<file path="src/rtl/accumulator_program_counter.sv">
// Datapath core: a free-running accumulator and a program counter that share one clock
// and one synchronous, active-high reset. The accumulator adds data_in on every edge.
// The PC either steps by PC_STEP or loads jump_addr.
module accumulator_program_counter #(
   parameter int unsigned DATA_W   = 16,
   parameter int unsigned ADDR_W   = 16,
   parameter int unsigned PC_STEP  = 1,
   parameter int unsigned PC_RESET = 0
) (
   input  logic              clk,
   input  logic              reset,
   input  logic [DATA_W-1:0] data_in,
   input  logic              jump,
   input  logic [ADDR_W-1:0] jump_addr,
   output logic [DATA_W-1:0] acc,
   output logic [ADDR_W-1:0] pc,
   output logic              acc_carry,
   output logic              acc_zero
);

   // Parameters resized to the PC width so the step and reset value wrap cleanly.
   localparam logic [ADDR_W-1:0] PcStep  = ADDR_W'(PC_STEP);
   localparam logic [ADDR_W-1:0] PcReset = ADDR_W'(PC_RESET);

   logic [DATA_W-1:0] acc_q, acc_d;
   logic              carry_q, carry_d;
   logic [ADDR_W-1:0] pc_q, pc_d;
   logic [DATA_W:0]   sum;

   // One extra bit captures the carry-out of the accumulate.
   assign sum = {1'b0, acc_q} + {1'b0, data_in};

   // Next-state logic: the accumulator and the PC are independent of each other.
   always_comb begin
      acc_d   = sum[DATA_W-1:0];
      carry_d = sum[DATA_W];
      pc_d    = pc_q + PcStep;
      if (jump) begin
         pc_d = jump_addr;
      end
   end

   // State registers. Reset takes priority over jump and accumulate.
   always_ff @(posedge clk) begin
      if (reset) begin
         acc_q   <= '0;
         carry_q <= 1'b0;
         pc_q    <= PcReset;
      end else begin
         acc_q   <= acc_d;
         carry_q <= carry_d;
         pc_q    <= pc_d;
      end
   end

   assign acc       = acc_q;
   assign acc_carry = carry_q;
   assign pc        = pc_q;
   // Only acc_zero is combinational; it follows acc without a register stage.
   assign acc_zero  = (acc_q == '0);

endmodule

</file>
<file path="config.mk">
export PLATFORM = sky130hd
export DESIGN_NAME = accumulator_program_counter
export DESIGN_NICKNAME = d
export VERILOG_FILES = /design/src/rtl/accumulator_program_counter.sv
export SDC_FILE = /design/constraint.sdc
export NUM_CORES = 1
export LEC_CHECK = 0
export CORE_ASPECT_RATIO = 1.75
export CORE_UTILIZATION = 50
export CTS_CLUSTER_SIZE = 28
export DETAILED_ROUTE_END_ITERATION = 16
export MAX_ROUTING_LAYER = met4
export PLACE_DENSITY = 0.83
export SYNTH_ARGS = -nofsm -noshare
export SYNTH_HDL_FRONTEND = slang
export SYNTH_SLANG_ARGS = --single-unit
export TNS_END_PERCENT = 5
</file>
<file path="constraint.sdc">
create_clock -name clk -period 6.1 [get_ports clk]
set_input_delay 0.915 -clock clk [delete_from_list [all_inputs] [get_ports clk]]
set_output_delay 0.915 -clock clk [all_outputs]
set_load 0.1 [all_outputs]
</file>
---- Word-level counts from Yosys, hierarchy flattened ----
Cells that the tools add are included.
storage, ports and cells
  flip-flop bits (word level) ............. 33
  input port bits ......................... 35
  output and inout bits ................... 34
operators by class
  add/sub/neg operators ................... 2
  muxes and demuxes ....................... 1
  reduce and logical (&&, ||, !) cells .... 1
operator list
  kind                   count
  $add 16x16->17         1
  $add 16x1->16 const B  1
  $logic_not 16->1       1
  $mux 16                1

---- Depth between registers and ports, before layout ----
Gate-level depths: netlist of the first run.
  depth after elaboration ................. 2
  gate-level depth with buffers ........... 7

---- Least setup slack after synthesis of the first run ----
No wires, ideal clock.
  kind .................................... reg2out
  start point ............................. register acc_q[1], in the netlist acc[1]
  end point ............................... output port acc_zero
  arrival time ............................ 1.859 ns
  slack ................................... 3.326 ns
  stages on the path, launching flop included .. 3
  path through ............................ dfxtp_1 -> nor4_1 -> and4_1
between the ends
  longest elaborated chain between the ends .. 1
RTL lines
  item                    RTL line  RTL
  from (decl)             25        logic [DATA_W-1:0] acc_q, acc_d;
  from (signal assigned)  46        acc_q <= '0;
  from (signal assigned)  50        acc_q <= acc_d;
  $logic_not 16->1        60        assign acc_zero = (acc_q == '0);
  to (decl)               18        output logic acc_zero
Every way passes these cells.

---- Worst setup path after layout of the first run ----
  start point ............................. register acc_q[8], in the netlist acc[8]
  end point ............................... output port acc_zero
Same word-level chain as after synthesis.

==> results of run 1 <==
area by class of cell:
cell class	count	share of cell area, %
Multi-Input combinational cell	194	47.0
Tap cell	48	2.07
Timing Repair Buffer	69	23.7
Clock inverter	1	1.04
Inverter	3	0.388
Clock buffer	7	2.98
Sequential cell	33	22.8
worst max path at each step:
stage               slack, ns               from                 end
floorplan                3.33  acc[1]$_SDFF_PP0_            acc_zero
detailed placement       2.88         data_in[0]  acc[12]$_SDFF_PP0_
global placement         2.95         data_in[0]  acc[12]$_SDFF_PP0_
global route             2.69  acc[8]$_SDFF_PP0_            acc_zero
finish                   2.73  acc[8]$_SDFF_PP0_            acc_zero
CTS                      2.76  acc[8]$_SDFF_PP0_            acc_zero
metal layers:
metal,vias up,GRT usage (%),wire (um)
met5,-,-,0
met4,0,16.2,227
met3,20,6.28,228
met2,67,47.2,2890
met1,947,24.3,2030
li1,997,-,-
kinds of logic after synthesis:
logic type               synth area share, %
AO/OA/AOI/OAI                           20.2
AND/OR/NAND/NOR                         22.2
multiplexers                            3.13
XOR/XNOR                                8.86
buffers and inverters                   2.59
adder cells (fa/ha/maj)                 11.2
flip-flops                              31.8
critical path, cell delays in order (launching register included):
cell             delay, ns
dfxtp_1               0.33
nor4_1                0.44
and4_1                0.25
clkdlybuf4s50_1       1.13
stage by stage:
stage | hold slack (ns) | area (sq um) | std cells | util, %
3_5_place_dp | 0.581 | 2780 | 347 | 70.6
3_3_place_gp | 0.570 | 2780 | 347 | 70.6
6_report | 0.587 | 2900 | 355 | 73.6
2_1_floorplan | 0.988 | 2080 | 239 | -
5_1_grt | 0.636 | 2900 | 355 | 73.6
4_1_cts | 0.598 | 2900 | 355 | 73.6
registers in the layout (all words and copies together) (netlist names):
register and cells:
acc 16, acc_carry 1, pc 16
cell usage in the layout, fill, tap and decap left out, types with 4 or more instances in the layout:
cell	Yosys	layout
a211oi_1	6	6
a21o_1	6	6
a21oi_1	17	17
and3_1	4	4
clkbuf_8	0	6
clkdlybuf4s50_1	0	68
dfxtp_1	33	33
ha_1	17	17
mux2_1	4	4
nand2_1	16	16
nand3_1	10	10
nor2_1	33	33
nor2b_1	6	6
nor3_1	5	5
nor4_1	4	4
xnor2_1	7	7
xor2_1	14	14
where the power goes:
group / internal (uW) / switching, uW / leakage, uW
Clock: 133 / 81.8 / 0.0000585
Sequential: 268 / 45.7 / 0.000274
Combinational: 274 / 628 / 0.000842
==> metrics, run 1 <==
DRT iter0 DRCs=28; CTS tree=built; PortBufs=68; clk slew on worst S/H paths=0.07 ns; area of the die=4430 sq um; Via density=5.72; relative slew slack=34.1%; Static Leak=0.00117 uW; core area=3940 sq um; r2r startpoint=acc[0]$_SDFF_PP0_; Final Max Slew Viols=0; largest net degree at the start of global routing=39; H-tree levels=2; Post-CTS Setup Bufs=0; top area cells in the synthesized netlist=dfxtp_1 (32%), ha_1 (10%), nor2_1 (6.0%); fmax=297 MHz; hold path depth=3; YS warnings=0; Post-synth ARST share=0%; reg-to-reg endpoint=acc[12]$_SDFF_PP0_; RD Place Congestion=0.932; die width=50.7 um; Max Cap Viol=0; final setup violating endpoints=0; Post-synth top flop=dfxtp_1; Hold/Removal Path Class=flip-flop to flip-flop; initial cell density of the core=52.7%; sequential area share after synthesis=31.8%; antenna violations before repair=0; Setup Skew=0.00769 ns; Die Y=87.3 um; # hold bufs at CTS=0; Tot GR Track Use=26.3%; Cell Rows=30; total power=1430 uW; drt drc=0; top-level I/O count=69; register area=661 sq um; PD cells=493 nW/um^2; status=completed; syn nets=292; grt ovf=0; number of CTS-inserted buffers=5; top cell type's share of synthesized area=31.8%; area leader, netlist=dfxtp_1; Synth top cells by count=dfxtp_1 (33), nor2_1 (33), a21oi_1 (17), ha_1 (17), nand2_1 (16); Critical Path Sink Type=primary output; via count=2,031; Tcrit/Tclk final=55.2%; Worst Max-Slew Pin Slew=0.986 ns; Crit Path Max Fanout=3; final setup margin=2.73 ns; HPWL Detailed=4030 um; detailed-router iteration count before antenna repair=4; RSZ-0062 raised after global routing=false; Worst VDD drop=0.506 mV; multi-input logic area=1360 sq um; Cells after Synth=239; Filler cells=339; crit path kind=flip-flop to primary output; # diodes=0; Resized cells post-CTS=0; DRT Wirelength=5370 um; Post-Place Worst Slack=2.88 ns; final hold violation count=0; CTS Root Cell=clkbuf_8; critical path arrival=2.45 ns; layout cells sized above 1=6.84%; reg-to-reg slack, setup=3.89 ns; WL per Instance=15.1 um; Fin Setup TNS=0 ns; syn_area_per_cell=8.69 sq um; first-pass GRT wire length=8450 um; number of synthesized flops with an enable pin=0; Yosys cell types=48; Data required, critical path=5.18 ns; Syn-to-layout area delta=39.6%; Antenna Violating Nets Remaining=0; vias in the first global route=1,945; worst min-delay path endpoint=pc[0]$_SDFF_PP0_; final net count=359; final worst path period need=3.37 ns; Reg2Reg Depth=7; clock sinks=33; Seq cells post-synth=33; Setup crit start kind=flip-flop; CTS max path bufs=2; worst skew pair latency=0.29 ns; Synth Cell Area=2080 sq um; hold_sp=pc[0]$_SDFF_PP0_
(Power assumes the default switching activity.)
==> run 2, diff against run 1 <==
CORE_UTILIZATION = 42   (was 50)
PLACE_DENSITY = 0.74   (was 0.83)
clock period = 2.9 ns   (was 6.1 ns; I/O delays follow)
==> run 2 against run 1 <==
Via count down 2.6%. Critical path type is now input port to flip-flop. Core utilization fell by 14 points. Global-route usage decreased by 4.4 points. Critical endpoint is now acc[14]$_SDFF_PP0_. Cell count rose by 1.4%. Largest power group unchanged. Non-clock buffer count rose by 2. Critical path depth is 5 higher. Largest cell class unchanged. First-iteration DRC count up 7.1%. Worst hold slack better by 0.012 ns. Highest routed layer unchanged.
==> metrics, run 2 (synthesis results as in run 1) <==
status=completed; RSZ-0062 raised after global routing=false; # hold bufs at CTS=0 (unchanged); first-pass GRT wire length=8050 um (-4.7%); Final Max Slew Viols=0 (unchanged); Layout Utilization=59.6% (-14 points); antenna violations before repair=0 (unchanged); layout cells sized above 1=18.2% (+11 points); commonest non-fill, non-tap cell in the layout=buf_4; critical path arrival=2.56 ns (+0.11 ns); Cell Rows=33 (+10%); grt ovf=0 (unchanged); final net count=361 (+0.56%); critical path startpoint=data_in[0]; drt drc=0 (unchanged); largest net degree at the start of global routing=23 (-41%); H-tree levels=2 (unchanged); fmax=418 MHz; r2r startpoint=acc[0]$_SDFF_PP0_; Max Cap Viol=0 (unchanged); PD cells=1020 nW/um^2 (+110%); # diodes=0 (unchanged); Clk pwr share=12.5% (-2.5 points); DRT iter0 DRCs=30 (+7.1%); Fin Setup TNS=0 ns (unchanged); relative slew slack=55.4% (+21 points); Critical Path Sink Type=flip-flop; detailed-router iteration count before antenna repair=4 (unchanged); worst skew pair latency=0.28 ns (about the same); share of power burned in registers=23.1% (+1.2 points); final hold slack=0.600 ns (+0.0125 ns); Antenna Violating Nets Remaining=0 (unchanged); Setup Skew=0.00433 ns (-0.00336 ns); Via density=5.50 (-3.9%); Worst Max-Slew Pin Slew=0.668 ns (-0.318 ns); DRT Wirelength=5280 um (-1.7%); Tcrit/Tclk final=82.5%; Data required, critical path=3.07 ns (-2.11 ns); clk slew on worst S/H paths=0.07 ns (about the same); core area=4710 sq um (+19%); area of the die=5240 sq um (+18%); Worst VDD drop=0.853 mV (+69%); CTS Root Cell=clkbuf_8; total power=2860 uW (+100%); Reg2Reg Depth=7 (unchanged); CTS tree=built; P_int=1290 uW (+91%); via count=1,979 (-2.6%); CTS max path bufs=2 (unchanged); Die Y=95.0 um (+8.9%); Static Leak=0.00122 uW (+4.1%); crit path kind=input port to flip-flop; WL per Instance=14.7 um (-3.1%); initial cell density of the core=44.1% (-8.6 points); Post-CTS Setup Bufs=0 (unchanged); switching share of power=54.9% (+2.1 points); Filler cells=446 (+32%); Resized cells post-CTS=0 (unchanged); reg-to-reg endpoint=acc[14]$_SDFF_PP0_; Tot GR Track Use=21.8% (-4.4 points); RD Place Congestion=0.910 (-2.3%); HPWL Detailed=4140 um (+2.9%); reg-to-reg slack, setup=0.76 ns (-3.13 ns); hold path depth=3 (unchanged); Setup crit start kind=input port; Hold/Removal Path Class=flip-flop to flip-flop; hold_sp=pc[0]$_SDFF_PP0_; number of CTS-inserted buffers=5 (unchanged); final hold violation count=0 (unchanged); Crit Path Max Fanout=3 (unchanged); final setup violating endpoints=0 (unchanged); Post-Place Worst Slack=0.197 ns (-2.69 ns); clock sinks=33 (unchanged); die width=55.2 um (+8.8%); vias in the first global route=1,862 (-4.3%); Syn-to-layout area delta=35.0%; most frequent cells in the layout=buf_4 (37), clkdlybuf4s50_1 (34), nor2_1 (33), dfxtp_1 (33); Switch Pwr=1570 uW (+110%); final worst path period need=2.39 ns; Combinational Power Share=64.4% (+1.3 points); final setup margin=0.507 ns (-2.23 ns); top-level I/O count=69 (unchanged); worst min-delay path endpoint=pc[0]$_SDFF_PP0_; PortBufs=68 (unchanged)
run 2: layer usage:
metal  up-vias  global-route usage, %  wire length [um]
li1       1000                      -                 -
met2        50                   41.3              2960
met4         0                   10.0               149
met5         -                      -                 0
met1       916                   19.8              1950
met3        13                   3.35               225
run 2: metrics by stage:
step	area, sq um	instances
2_1_floorplan	2080	239
3_3_place_gp	2720	353
3_5_place_dp	2720	353
4_1_cts	2800	360
5_1_grt	2800	360
6_report	2800	360
run 2: how the worst max path moves through the flow:
stage,depth (start not counted),end
after floorplan,7,acc[14]$_SDFF_PP0_
after global placement,8,acc[14]$_SDFF_PP0_
after detailed placement,8,acc[14]$_SDFF_PP0_
after CTS,8,acc[14]$_SDFF_PP0_
after global routing,8,acc[12]$_SDFF_PP0_
final,8,acc[14]$_SDFF_PP0_
run 2: final cells by class:
class	instances	area (sq um)	area share (%)
inverters	3	11.3	0.402
clock buffers	7	86.3	3.08
multi-input cells	194	1360	48.6
well taps	52	65.1	2.32
flip-flops and latches	33	661	23.6
repair buffers	71	618	22.0
run 2: power groups by stage:
stage	combinational (uW)	clock, uW	sequential, uW
floorplan	708	0	1420
global placement	1830	0	672
detailed placement	1840	0	671
CTS	1850	369	662
global route	1950	383	675
finish	1840	358	661
run 2: worst max-delay path, cell delays in order:
cell	delay [ns]
clkdlybuf4s50_1	0.41
ha_1	0.23
fa_1	0.42
a21oi_1	0.19
o211a_1	0.21
nor2_1	0.08
a31oi_1	0.24
mux2_1	0.35
==> run 3, diff against run 2 <==
clock period = 2.1 ns   (was 2.9 ns; I/O delays follow)
==> run 3 against run 2 <==
Via count up 5.7%. Routed wire length up 3.5%. Critical path depth down 1. Total power up 55%. Die area unchanged. Clock skew down 0.00052 ns. Count of clock-buffer cells in the layout up 1. Combinational power up 58%. Critical path type unchanged. Critical endpoint is now acc[11]$_SDFF_PP0_.
==> metrics, run 3 (synthesis results as in run 1) <==
status=completed; PD cells=1410 nW/um^2 (+38%); worst skew pair latency=0.28 ns (about the same); detailed-router iteration count before antenna repair=4 (unchanged); number of CTS-inserted buffers=5 (unchanged); final hold violation count=0 (unchanged); Hold/Removal Path Class=input port to flip-flop; core area=4710 sq um (unchanged); Final Max Slew Viols=0 (unchanged); Syn-to-layout area delta=51.7%; CTS Root Cell=clkbuf_8; most frequent cells in the layout=buf_4 (67), nor2_1 (33), clkdlybuf4s50_1 (33), nand2_1 (16), dfxtp_1 (16); fmax=479 MHz; Worst VDD drop=1.53 mV (+80%); register area=689 sq um (+4.4%); Final Cell Area=3150 sq um (+12%); CP max stage delay=0.48 ns (+0.06 ns); Cell Rows=33 (unchanged); via count=2,091 (+5.7%); final hold slack=0.427 ns (-0.173 ns); GR Util met1=20.6% (+0.74 points); vias in the first global route=2,003 (+7.6%); commonest non-fill, non-tap cell in the layout=buf_4; Max Cap Viol=0 (unchanged); met2 Use GR=41.4% (+0.10 points); RSZ-0062 raised after global routing=true; antenna violations before repair=0 (unchanged); CTS max path bufs=2 (unchanged); Tot GR Track Use=22.1% (+0.31 points); area of the die=5240 sq um (unchanged); grt ovf=0 (unchanged); Setup crit start kind=input port; multi-input logic area=1410 sq um (+3.3%); clk slew on worst S/H paths=0.07 ns (about the same); final setup violating endpoints=0 (unchanged); RD Place Congestion=0.893 (-1.9%); Static Leak=0.00140 uW (+15%); DRT iter0 DRCs=54 (+80%); Critical Path Sink Type=flip-flop; WL per Instance=13.9 um (-5.0%); drt drc=0 (unchanged); first-pass GRT wire length=8200 um (+2.0%); Layout Utilization=66.9% (+7.4 points); initial cell density of the core=44.1% (unchanged); Crit Path Max Fanout=4 (+1); Via density=5.33 (-3.0%); Antenna Violating Nets Remaining=0 (unchanged); relative slew slack=65.7% (+10 points); Fin Setup TNS=0 ns (unchanged); final worst path period need=2.09 ns; clock sinks=33 (unchanged); CTS tree=built; largest net degree at the start of global routing=22 (-4.3%); met3 usage=3.35% (unchanged); crit path kind=input port to flip-flop; layout cells sized above 1=32.9% (+15 points); critical path arrival=2.26 ns (-0.30 ns); Setup Skew=0.00381 ns (-0.000517 ns); Data required, critical path=2.27 ns (-0.80 ns); DP Area=2990 sq um (+10%); Tcrit/Tclk final=99.5%; # diodes=0 (unchanged); CP max stage cell=clkdlybuf4s50_1; final net count=392 (+8.6%); Filler cells=415 (-7.0%); H-tree levels=2 (unchanged); CP top delay family=compound AO/OA/AOI/OAI gates; Worst Max-Slew Pin Slew=0.509 ns (-0.159 ns); top-level I/O count=69 (unchanged); die width=55.2 um (unchanged); PortBufs=68 (unchanged); HPWL Detailed=4370 um (+5.3%); DRT Wirelength=5460 um (+3.5%); cells along the critical path=clkdlybuf4s50_1 -> ha_1 -> a21oi_2 -> o211ai_2 -> a22o_4 -> a21boi_2 -> mux2_1; Die Y=95.0 um (unchanged); busiest grt layer=met2; CP bufs+invs=1 (unchanged); Post-CTS Setup Bufs=0 (unchanged)
run 3: changes by cell type in the layout (fill, tap and decap cells not counted), moves of 2 or more:
cell     previous run  this run
buf_4              37        67
dfxtp_1            33        16
dfxtp_2             0        14
dfxtp_4             0         3
a21oi_1            17        15
a21oi_2             2         4
ha_1               17        15
ha_4                0         2
run 3: path summary, 6_finish.rpt:
| check | startpoint | endpoint | slack (ns) | cells after the start |
|---|---|---|---|---|
| worst min register to register | pc[0]$_SDFF_PP0_ | pc[0]$_SDFF_PP0_ | 0.58 | 3 |
| worst min-delay path | data_in[0] | acc[0]$_SDFF_PP0_ | 0.43 | 3 |
| worst max register to register | acc[0]$_SDFF_PP0_ | acc[12]$_SDFF_PP0_ | 0.10 | 7 |
| worst max-delay path | data_in[1] | acc[11]$_SDFF_PP0_ | 0.01 | 7 |
run 3: final cells by class:
cell class,instances,area share (%)
clock buffers,8,3.53
repair buffers,102,27.5
inverters,3,0.357
multi-input cells,194,44.7
well taps,52,2.07
flip-flops and latches,33,21.9
run 3: power breakdown:
group | switching [uW] | internal [uW] | total [uW]
Combinational | 1890 | 1030 | 2910
Sequential | 149 | 809 | 958
Clock | 235 | 339 | 574
run 3: worst reg2reg max path, cell delays in order (launching register included):
cell and delay, ns:
dfxtp_4 0.36, ha_4 0.17, fa_2 0.34, a21oi_2 0.17, o211a_1 0.19, nor2_1 0.06
a31oi_1 0.26, mux2_1 0.34
run 3: metrics by stage:
stage / setup WS [ns] / power (uW) / std cells
floorplan: -0.103 / 2970 / 239
global placement: -0.376 / 3810 / 384
detailed placement: -0.431 / 3830 / 384
CTS: -0.0327 / 4420 / 392
global route: -0.0351 / 4670 / 392
finish: 0.0107 / 4440 / 392
run 3: per-layer routing:
metal  vias up  wire (um)  part of all wire, %
li1       1063          -                    -
met1       961       2080                   38
met2        56       3000                   55
met3        11        242                  4.4
met4         0        146                  2.7
met5         -          0                    0
run 3: what timing repair did:
| item | CTS | global route |
|---|---|---|
| endpoints found under the setup margin | 3 | 5 |
| pin swaps | 3 | 4 |
| hold buffers | 0 | 0 |
| resized for setup | 3 | 6 |
